## config.mk

```make
export PLATFORM = sky130hd
export DESIGN_NAME = tpu_sequencer
export DESIGN_NICKNAME = d
export VERILOG_FILES = /design/src/rtl/tpu_sequencer.sv
export SDC_FILE = /design/constraint.sdc
export NUM_CORES = 1
export LEC_CHECK = 0
export ABC_AREA = 1
export BUFFER_PORTS_ARGS = -buffer_cell sky130_fd_sc_hd__buf_4
export CAP_MARGIN = 20
export CORE_ASPECT_RATIO = 1.5
export CORE_MARGIN = 5
export CORE_UTILIZATION = 55
export DETAILED_ROUTE_END_ITERATION = 10
export GPL_ROUTABILITY_DRIVEN = 1
export PLACE_DENSITY = 0.79
export RECOVER_POWER = 100
export SLEW_MARGIN = 20
export SYNTH_ARGS = -nofsm -noshare
export SYNTH_HDL_FRONTEND = slang
export SYNTH_SLANG_ARGS = --single-unit
```

## constraint.sdc

```tcl
create_clock -name clk -period 2.5 [get_ports clk]
set_input_delay 0.125 -clock clk [delete_from_list [all_inputs] [get_ports clk]]
set_output_delay 0.125 -clock clk [all_outputs]
set_load 0.03 [all_outputs]
```

## src/rtl/tpu_sequencer.sv

```systemverilog
// tpu_sequencer: top-level run controller for the tiny TPU datapath.
// Sequence: IDLE -> CLEAR (init pulse) -> LOAD (serial x/y bits into core)
// -> COMPUTE (fixed wait) -> DRAIN (capture core_z stream) -> DONE -> IDLE.
// Optional drain watchdog: define TPU_SEQ_WDOG_EN to enable it; otherwise
// DRAIN waits forever for tx_ready and err stays 0.
// Handshake: host_x/host_y are consumed on every cycle host_rdy=1 (no host
// backpressure); core_z is consumed on every DRAIN cycle with tx_ready=1 and
// reappears one cycle later on res_bit qualified by res_valid.
module tpu_sequencer #(
  parameter int D_W            = 8,
  parameter int N              = 2,
  parameter int WORD           = 8,
  parameter int COMPUTE_CYCLES = 6,
  parameter int TIMEOUT        = 255
) (
  input  logic       clk,
  input  logic       rst,
  input  logic       start,
  input  logic       abort,
  input  logic       host_x,
  input  logic       host_y,
  output logic       host_rdy,
  output logic       core_x,
  output logic       core_y,
  output logic       load_en,
  output logic       init,
  input  logic       core_z,
  input  logic       tx_ready,
  output logic       res_bit,
  output logic       res_valid,
  output logic       busy,
  output logic       done,
  output logic       err,
  output logic [2:0] state_dbg
);

  localparam int LOAD_BITS = N * N * WORD;
  localparam int OUT_BITS  = N * N * 2 * D_W;

  function automatic int max2(input int a, input int b);
    return (a > b) ? a : b;
  endfunction

  localparam int CNT_MAX = max2(max2(LOAD_BITS, OUT_BITS), max2(COMPUTE_CYCLES, TIMEOUT));
  localparam int CNT_W   = $clog2(CNT_MAX) + 1;

  // Terminal counts: every exit is an equality on the last count value.
  localparam logic [CNT_W-1:0] LOAD_LAST = CNT_W'(LOAD_BITS - 1);
  localparam logic [CNT_W-1:0] COMP_LAST = CNT_W'(COMPUTE_CYCLES - 1);
  localparam logic [CNT_W-1:0] OUT_LAST  = CNT_W'(OUT_BITS - 1);
  localparam logic [CNT_W-1:0] CNT_ONE   = CNT_W'(1);

  typedef enum logic [2:0] {
    S_IDLE    = 3'd0,
    S_CLEAR   = 3'd1,
    S_LOAD    = 3'd2,
    S_COMPUTE = 3'd3,
    S_DRAIN   = 3'd4,
    S_DONE    = 3'd5
  } state_t;

  state_t           state;
  logic [CNT_W-1:0] cnt;

`ifdef TPU_SEQ_WDOG_EN
  localparam logic [CNT_W-1:0] WD_LAST = CNT_W'(TIMEOUT - 1);
  logic [CNT_W-1:0] wd_cnt;
`endif

  assign state_dbg = state;

  // Host bit streams reach the core only while loading, with no added latency.
  assign core_x = (state == S_LOAD) & host_x;
  assign core_y = (state == S_LOAD) & host_y;

  // Run FSM; every control output is registered alongside the state.
  always_ff @(posedge clk or negedge rst) begin
    if (!rst) begin
      state     <= S_IDLE;
      cnt       <= '0;
      host_rdy  <= 1'b0;
      load_en   <= 1'b0;
      init      <= 1'b0;
      res_bit   <= 1'b0;
      res_valid <= 1'b0;
      busy      <= 1'b0;
      done      <= 1'b0;
      err       <= 1'b0;
`ifdef TPU_SEQ_WDOG_EN
      wd_cnt    <= '0;
`endif
    end else if (abort && (state != S_IDLE)) begin
      state     <= S_IDLE;
      cnt       <= '0;
      host_rdy  <= 1'b0;
      load_en   <= 1'b0;
      init      <= 1'b0;
      res_valid <= 1'b0;
      busy      <= 1'b0;
      done      <= 1'b0;
      err       <= 1'b0;
    end else begin
      init      <= 1'b0;
      done      <= 1'b0;
      err       <= 1'b0;
      res_valid <= 1'b0;
      case (state)
        S_IDLE: begin
          // abort alongside start keeps the sequencer idle
          if (start && !abort) begin
            state <= S_CLEAR;
            cnt   <= '0;
            init  <= 1'b1;
            busy  <= 1'b1;
          end
        end
        S_CLEAR: begin
          state    <= S_LOAD;
          cnt      <= '0;
          load_en  <= 1'b1;
          host_rdy <= 1'b1;
        end
        S_LOAD: begin
          if (cnt == LOAD_LAST) begin
            state    <= S_COMPUTE;
            cnt      <= '0;
            load_en  <= 1'b0;
            host_rdy <= 1'b0;
          end else begin
            cnt <= cnt + CNT_ONE;
          end
        end
        S_COMPUTE: begin
          if (cnt == COMP_LAST) begin
            state <= S_DRAIN;
            cnt   <= '0;
`ifdef TPU_SEQ_WDOG_EN
            wd_cnt <= '0;
`endif
          end else begin
            cnt <= cnt + CNT_ONE;
          end
        end
        S_DRAIN: begin
          if (tx_ready) begin
            res_bit   <= core_z;
            res_valid <= 1'b1;
`ifdef TPU_SEQ_WDOG_EN
            wd_cnt    <= '0;
`endif
            if (cnt == OUT_LAST) begin
              state <= S_DONE;
              cnt   <= '0;
              done  <= 1'b1;
            end else begin
              cnt <= cnt + CNT_ONE;
            end
          end
`ifdef TPU_SEQ_WDOG_EN
          else if (wd_cnt == WD_LAST) begin
            state <= S_IDLE;
            cnt   <= '0;
            busy  <= 1'b0;
            err   <= 1'b1;
          end else begin
            wd_cnt <= wd_cnt + CNT_ONE;
          end
`endif
        end
        S_DONE: begin
          state <= S_IDLE;
          cnt   <= '0;
          busy  <= 1'b0;
        end
        default: begin
          state    <= S_IDLE;
          cnt      <= '0;
          load_en  <= 1'b0;
          host_rdy <= 1'b0;
          busy     <= 1'b0;
        end
      endcase
    end
  end

endmodule

```

==> results of run 1 <==
per-layer routing:
metal / vias to the layer above / global-route usage [%] / wire length (µm)
li1: 564 / - / -
met4: 0 / 8.42 / 63
met2: 35 / 32.3 / 1350
met1: 489 / 19.0 / 982
met3: 9 / 2.70 / 168
met5: - / 0 / 0
registers in the layout, summed over array words and instances, names as in the netlist:
register	flops
cnt	9
res_bit	1
init	1
done	1
busy	1
load_en	1
res_valid	1
state_dbg	3
tightest hold or removal path: stages:
cell and delay, ps:
buf_4 70, nand2_1 40, nand2_1 50
repair_timing:
action | in CTS | in global routing
hold buffers | 1 | 0
buffers inserted | 0 | 0
endpoints found under the hold margin | 18 | 0
power groups by stage:
stage / Combinational, mW / Sequential, mW / Clock [mW]
detailed placement: 0.752 / 0.434 / 0
floorplan: 0.483 / 0.518 / 0
global route: 0.736 / 0.430 / 0.203
global placement: 0.742 / 0.432 / 0
CTS: 0.757 / 0.428 / 0.190
finish: 0.654 / 0.419 / 0.191
path summary, 6_finish.rpt:
path,from,to,slack (ps)
min in group asynchronous,rst,state_dbg[1],480
worst max-delay path,state_dbg[1],cnt[2],490
worst min register to register,res_bit,res_bit,490
max in group asynchronous,rst,cnt[5],1410
worst max register to register,state_dbg[1],cnt[2],490
worst min-delay path,core_z,res_bit,20
cell families (layout without fill, tap and decap cells):
group           Yosys count  count (layout)  synth area share (%)
simple gates             93              93                  37.6
buf+inv                  43              64                  15.0
flops                    18              18                  37.8
compound gates           12              12                  5.77
fa+ha+maj                 2               2                  2.10
xor+xnor                  2               2                  1.47
other cells               1               1                 0.314
layout by cell type, fill, tap and decap left out:
cell | netlist | final
inv_1 | 35 | 35
nand4_1 | 2 | 3
conb_1 | 1 | 1
nand3_1 | 17 | 18
nor2_2 | 2 | 1
o21ai_0 | 7 | 8
o21bai_1 | 2 | 2
inv_2 | 2 | 1
nand2_1 | 52 | 53
nor3_1 | 1 | 2
buf_4 | 2 | 7
dlygate4sd3_1 | 0 | 1
nor2_1 | 10 | 12
clkbuf_1 | 0 | 12
nand2_4 | 1 | 1
xor2_1 | 2 | 2
nand3_2 | 4 | 3
clkinv_1 | 2 | 3
dfrtp_1 | 18 | 18
a21oi_1 | 1 | 1
inv_4 | 1 | 1
ha_1 | 2 | 2
a31o_2 | 1 | 1
clkbuf_8 | 0 | 1
clkbuf_4 | 0 | 3
cell type report:
class | count | area (µm²) | share of cell area (%)
clock buffer | 4 | 36.3 | 2.79
multi-input combinational | 110 | 526 | 40.4
timing repair buffer | 20 | 108 | 8.28
tap | 22 | 27.5 | 2.12
sequential | 18 | 450 | 34.6
inverter | 40 | 153 | 11.7
through the flow:
| step | cell area (µm²) | utilization (%) | power, mW |
|---|---|---|---|
| 2_1_floorplan | 1190 | - | 1.00 |
| 3_3_place_gp | 1340 | 65.1 | 1.17 |
| 3_5_place_dp | 1340 | 65.1 | 1.19 |
| 4_1_cts | 1380 | 67.4 | 1.37 |
| 5_1_grt | 1300 | 63.4 | 1.37 |
| 6_report | 1300 | 63.4 | 1.26 |
cells in the mapped netlist (2+ instances only):
| library cell | instances |
|---|---|
| nand2_1 | 52 |
| inv_1 | 35 |
| dfrtp_1 | 18 |
| nand3_1 | 17 |
| nor2_1 | 10 |
| o21ai_0 | 7 |
| nand3_2 | 4 |
| buf_4 | 2 |
| clkinv_1 | 2 |
| ha_1 | 2 |
| inv_2 | 2 |
| nand4_1 | 2 |
| nor2_2 | 2 |
| o21bai_1 | 2 |
| xor2_1 | 2 |
==> run_results.csv, run 1 <==
group,metric,value,unit
critical_path,rr_worst_depth,7,
clocking,cts_tree,"done",
critical_path,path_buf_inv,1,
critical_path,cp-end-kind,"register",
critical_path,path_depth,7,
drt,antenna_left,0,
worst_hold_path,hold_path_class,"in -> reg",
die,core_area,0.00205,mm²
placement,hpwl,1970,µm
critical_path,critPathSlowestCell,"dfrtp_1",
yosys,syn_area,0.00119,mm²
yosys,synth_ff_type,"dfrtp_1",
run_status,status,"finished clean",
yosys,ys_seq_elements,18,
clocking,clockBufferDepth,2,
power,p_leak,0.758,nW
sta,setup_viol,0,
die,start_util,58.1,%
yosys,synth_top_area_share,37.8,%
yosys,synth_edf_count,0,
drt,num_vias,1097,
drt,drt-wirelength-per-cell,12.0,µm
sta,slew_viol_final,0,
die,dieArea,0.00322,mm²
cells_and_area,final_nets,203,
drt,drt_iter0_drc,24,
drt,avgViaCountPerCell,5.13,
yosys,synth_warnings,0,
die,floorplan.rows,20,
yosys,yosysSeqAreaShare,37.8,%
power,internal_power,0.616,mW
global_routing,grt_pass1_wl,4190,µm
critical_path,startpoint_type,"register",
power,ir_drop,0.550,mV
sta,worst_pin_slew,991,ps
clocking,worst_setup_hold_path_clk_slew,120,ps
cells_and_area,num_antenna_cells,0,
critical_path,cp_common_cell,"nand2_1",
job,maxCapViolations,0,
global_routing,grt.total_usage,17.9,%
power,pwr-share-comb,51.7,%
critical_path,critPathArrivalTime,2270,ps
sta,setup_ws,487,ps
clocking,ctsHtreeMaxLevel,1,
clocking,numCtsBuffers,3,
clocking,root_buffer,"clkbuf_4",
critical_path,worstPathRequired,2760,ps
sta,min_period,2010,ps
yosys,synth_area_per_cell,6.97,µm²
drt,drtPass1Iterations,4,
yosys,yosysTopAreaCell,"dfrtp_1",
cells_and_area,filler_cell_count,183,
yosys,synthCells,171,
placement,place.gp.congestion,0.858,
critical_path,crit_family,"simple AND/OR/NAND/NOR gates",
global_routing,grt_max_degree,19,
critical_path,worst-setup-path-type,"reg -> reg",
global_routing,grt_pass1_vias,1040,
yosys,async_flop_share,100,%
global_routing,overflow,0,
drt,drc,0,
sta,rsz0062_at_grt,"false",
yosys,syn-num-nets,181,
die,fp.dieW,48.0,µm
placement,place_ws,865,ps
critical_path,path_max_fanout,10,
sta,fin_crit_sh,80.5,%
placement,port_buffers,19,
clocking,ctsResizeCount,0,
yosys,synth_cell_types,27,
die,die_y,67.0,µm
clocking,cts_num_sinks,18,
sta,max-slew-margin-rel,34.0,%
sta,fin_setup_tns,0,ps
sta,whs,15.5,ps
power,swShare,51.3,%
clocking,insertion_delay,310,ps
global_routing,antenna_found_initial,0,
yosys,synth_area_leaders,"dfrtp_1 (38%), nand2_1 (16%), inv_1 (11%)",
cells_and_area,drive_gt1_share,9.90,%
power,p_switching,0.648,mW
sta,finClkSkew,13.0,ps
power,clkPwrFrac,15.1,%
sta,hold_viol_final,0,
worst_hold_path,hold_depth,3,
sta,max_freq,0.497,GHz
power,seqPwrFrac,33.2,%
placement,dpl.cell_count,209,
die,pin_count,21,
critical_path,crit_chain,"nor2_1 -> nand2_1 -> nand2_1 -> nand3_1 -> nand4_1 -> nand2_1 -> inv_1",
critical_path,max_stage_delay,470,ps
cells_and_area,stdcell_count,214,
drt,routed_wl,2570,µm
power,cellPowerDensity,972,mW/mm²
cells_and_area,area_delta_synth_final,9.02,%
No activity file was read; power rests on OpenSTA's default activity.
==> inputs of run 2 (changes only) <==
CORE_UTILIZATION = 49   (was 55)
PLACE_DENSITY = 0.74   (was 0.79)
clock period = 1.85 ns   (was 2.5 ns; I/O delays follow)
==> run 2 against run 1 <==
Sequential share of layout area shrank 0.72 points. Clock skew decreased by 9.4 ps. Clock power rose by 4%. Non-clock buffer count increased by 1. Sequential cell count is the same. Wire length is 3.2% lower. Sequential power up 38%. Register-to-register slack worse by 270 ps. Combinational power rose by 44%. Core utilization shrank 7.9 points. Worst hold slack better by 7.0 ps.
==> run_results.csv, run 2 (same netlist as run 1, synthesis figures left out) <==
group,metric,value,unit
die,pin_count,21,
cells_and_area,final_nets,204,
sta,setup_viol,0,
global_routing,grt.total_usage,14.8,%
drt,drc,0,
critical_path,cp-end-kind,"output port",
clocking,post_cts_buffers,0,
global_routing,grt_pass1_wl,4240,µm
placement,port_buffers,19,
die,start_util,49.8,%
clocking,cts_num_sinks,18,
clocking,numCtsBuffers,3,
clocking,root_buffer,"clkbuf_4",
drt,avgViaCountPerCell,5.02,
worst_hold_path,hold_start,"abort",
global_routing,globalRouteMet3Util,3.41,%
power,p_leak,0.769,nW
cells_and_area,fin_util,55.4,%
sta,finClkSkew,3.63,ps
critical_path,rrSetupSlack,220,ps
global_routing,use_met2,27.6,%
sta,min_period,1670,ps
die,fp.dieW,50.3,µm
cells_and_area,regMostFlops,"cnt",
sta,fin_setup_tns,0,ps
critical_path,worst-setup-path-type,"reg -> out",
cells_and_area,num_antenna_cells,0,
sta,max-slew-margin-rel,33.9,%
clocking,insertion_delay,300,ps
clocking,worst_setup_hold_path_clk_slew,100,ps
drt,drt_iter0_drc,27,
cells_and_area,layout_commonest_cell,"nand2_1",
clocking,clockBufferDepth,2,
power,ir_drop,0.562,mV
power,cellPowerDensity,1290,mW/mm²
sta,max_freq,0.599,GHz
die,floorplan.rows,22,
critical_path,startpoint_type,"register",
die,dieArea,0.00354,mm²
worst_hold_path,hold_path_class,"in -> reg",
die,die_y,70.4,µm
clocking,ctsHtreeMaxLevel,1,
placement,placed_cell_area,0.00134,mm²
critical_path,worstPathRequired,1760,ps
clocking,cts_tree,"done",
global_routing,grt_pass1_vias,1041,
run_status,status,"finished clean",
sta,setup_ws,180,ps
cells_and_area,area_delta_synth_final,11.3,%
sta,rsz0062_at_grt,"false",
global_routing,grt_max_degree,19,
sta,fin_crit_sh,90.2,%
placement,place.gp.congestion,0.930,
worst_hold_path,hold_end,"load_en",
drt,drt-wirelength-per-cell,11.5,µm
drt,drtPass1Iterations,4,
drt,antenna_left,0,
drt,routed_wl,2480,µm
placement,hpwl,1960,µm
global_routing,busiest_layer,"met2",
placement,place_ws,285,ps
critical_path,path_max_fanout,7,
global_routing,antenna_found_initial,0,
cells_and_area,fin_area,0.00133,mm²
cells_and_area,largest_reg_flops,9,
global_routing,overflow,0,
cells_and_area,drive_gt1_share,11.5,%
cells_and_area,layout_common_cells,"nand2_1 (53), inv_1 (36), dfrtp_1 (18)",
sta,worst_pin_slew,991,ps
die,core_area,0.00239,mm²
worst_hold_path,hold_depth,2,
global_routing,grtUsageMet1,14.8,%
critical_path,timing.rr.end,"cnt[7]",
sta,hold_viol_final,0,
critical_path,reg2reg_from,"cnt[0]",
job,maxCapViolations,0,
critical_path,rr_worst_depth,8,
drt,num_vias,1085,
critical_path,critPathArrivalTime,1580,ps
sta,slew_viol_final,0,
[run 2: worst max-delay path: stages, from the launching register on]
cell and delay, ps:
dfrtp_1 510, inv_1 110, nor3_2 240, inv_1 110, nor2_1 100, clkbuf_2 210
[run 2: cell type report]
class / instances / area [µm²]
Multi-Input combinational cell: 110 / 556
Clock buffer: 3 / 22.5
Timing Repair Buffer: 21 / 116
Tap cell: 24 / 30.0
Sequential cell: 18 / 450
Fill cell: 249 / 1070
Inverter: 40 / 153
[run 2: worst max-delay path by stage]
stage                    to  cells after the start    startpoint
2_1_floorplan        core_x                      4  state_dbg[1]
3_3_place_gp         cnt[7]                      8        cnt[0]
3_5_place_dp   state_dbg[2]                      8        cnt[0]
4_1_cts              core_y                      5  state_dbg[1]
5_1_grt              core_y                      5  state_dbg[1]
6_report             core_y                      5  state_dbg[1]
[run 2: what timing repair did]
item / 4_1_cts / 5_1_grt
endpoints found under the setup margin: 0 / 0
hold endpoints to repair: 19 / 0
resized for setup: 0 / 0
hold buffers: 2 / 0
[run 2: metrics by stage]
stage	hold slack [ps]	instances	total power, mW
4_1_cts	21.6	216	1.82
2_1_floorplan	-203	171	1.35
5_1_grt	13.0	216	1.85
3_5_place_dp	-22.9	211	1.62
3_3_place_gp	-25.8	211	1.59
6_report	22.6	216	1.72
[run 2: metal layers]
layer  up-vias  wire [µm]  part of all wire [%]
li1        563          -                     -
met1       491        961                    39
met2        27       1330                    54
met3         4        148                   6.0
met4         0         40                   1.6
met5         -          0                     0
[run 2: power by group]
group          total [mW]  internal [mW]  switching (mW)
clock               0.198         0.0759           0.122
sequential          0.580          0.477           0.103
combinational       0.939          0.268           0.671
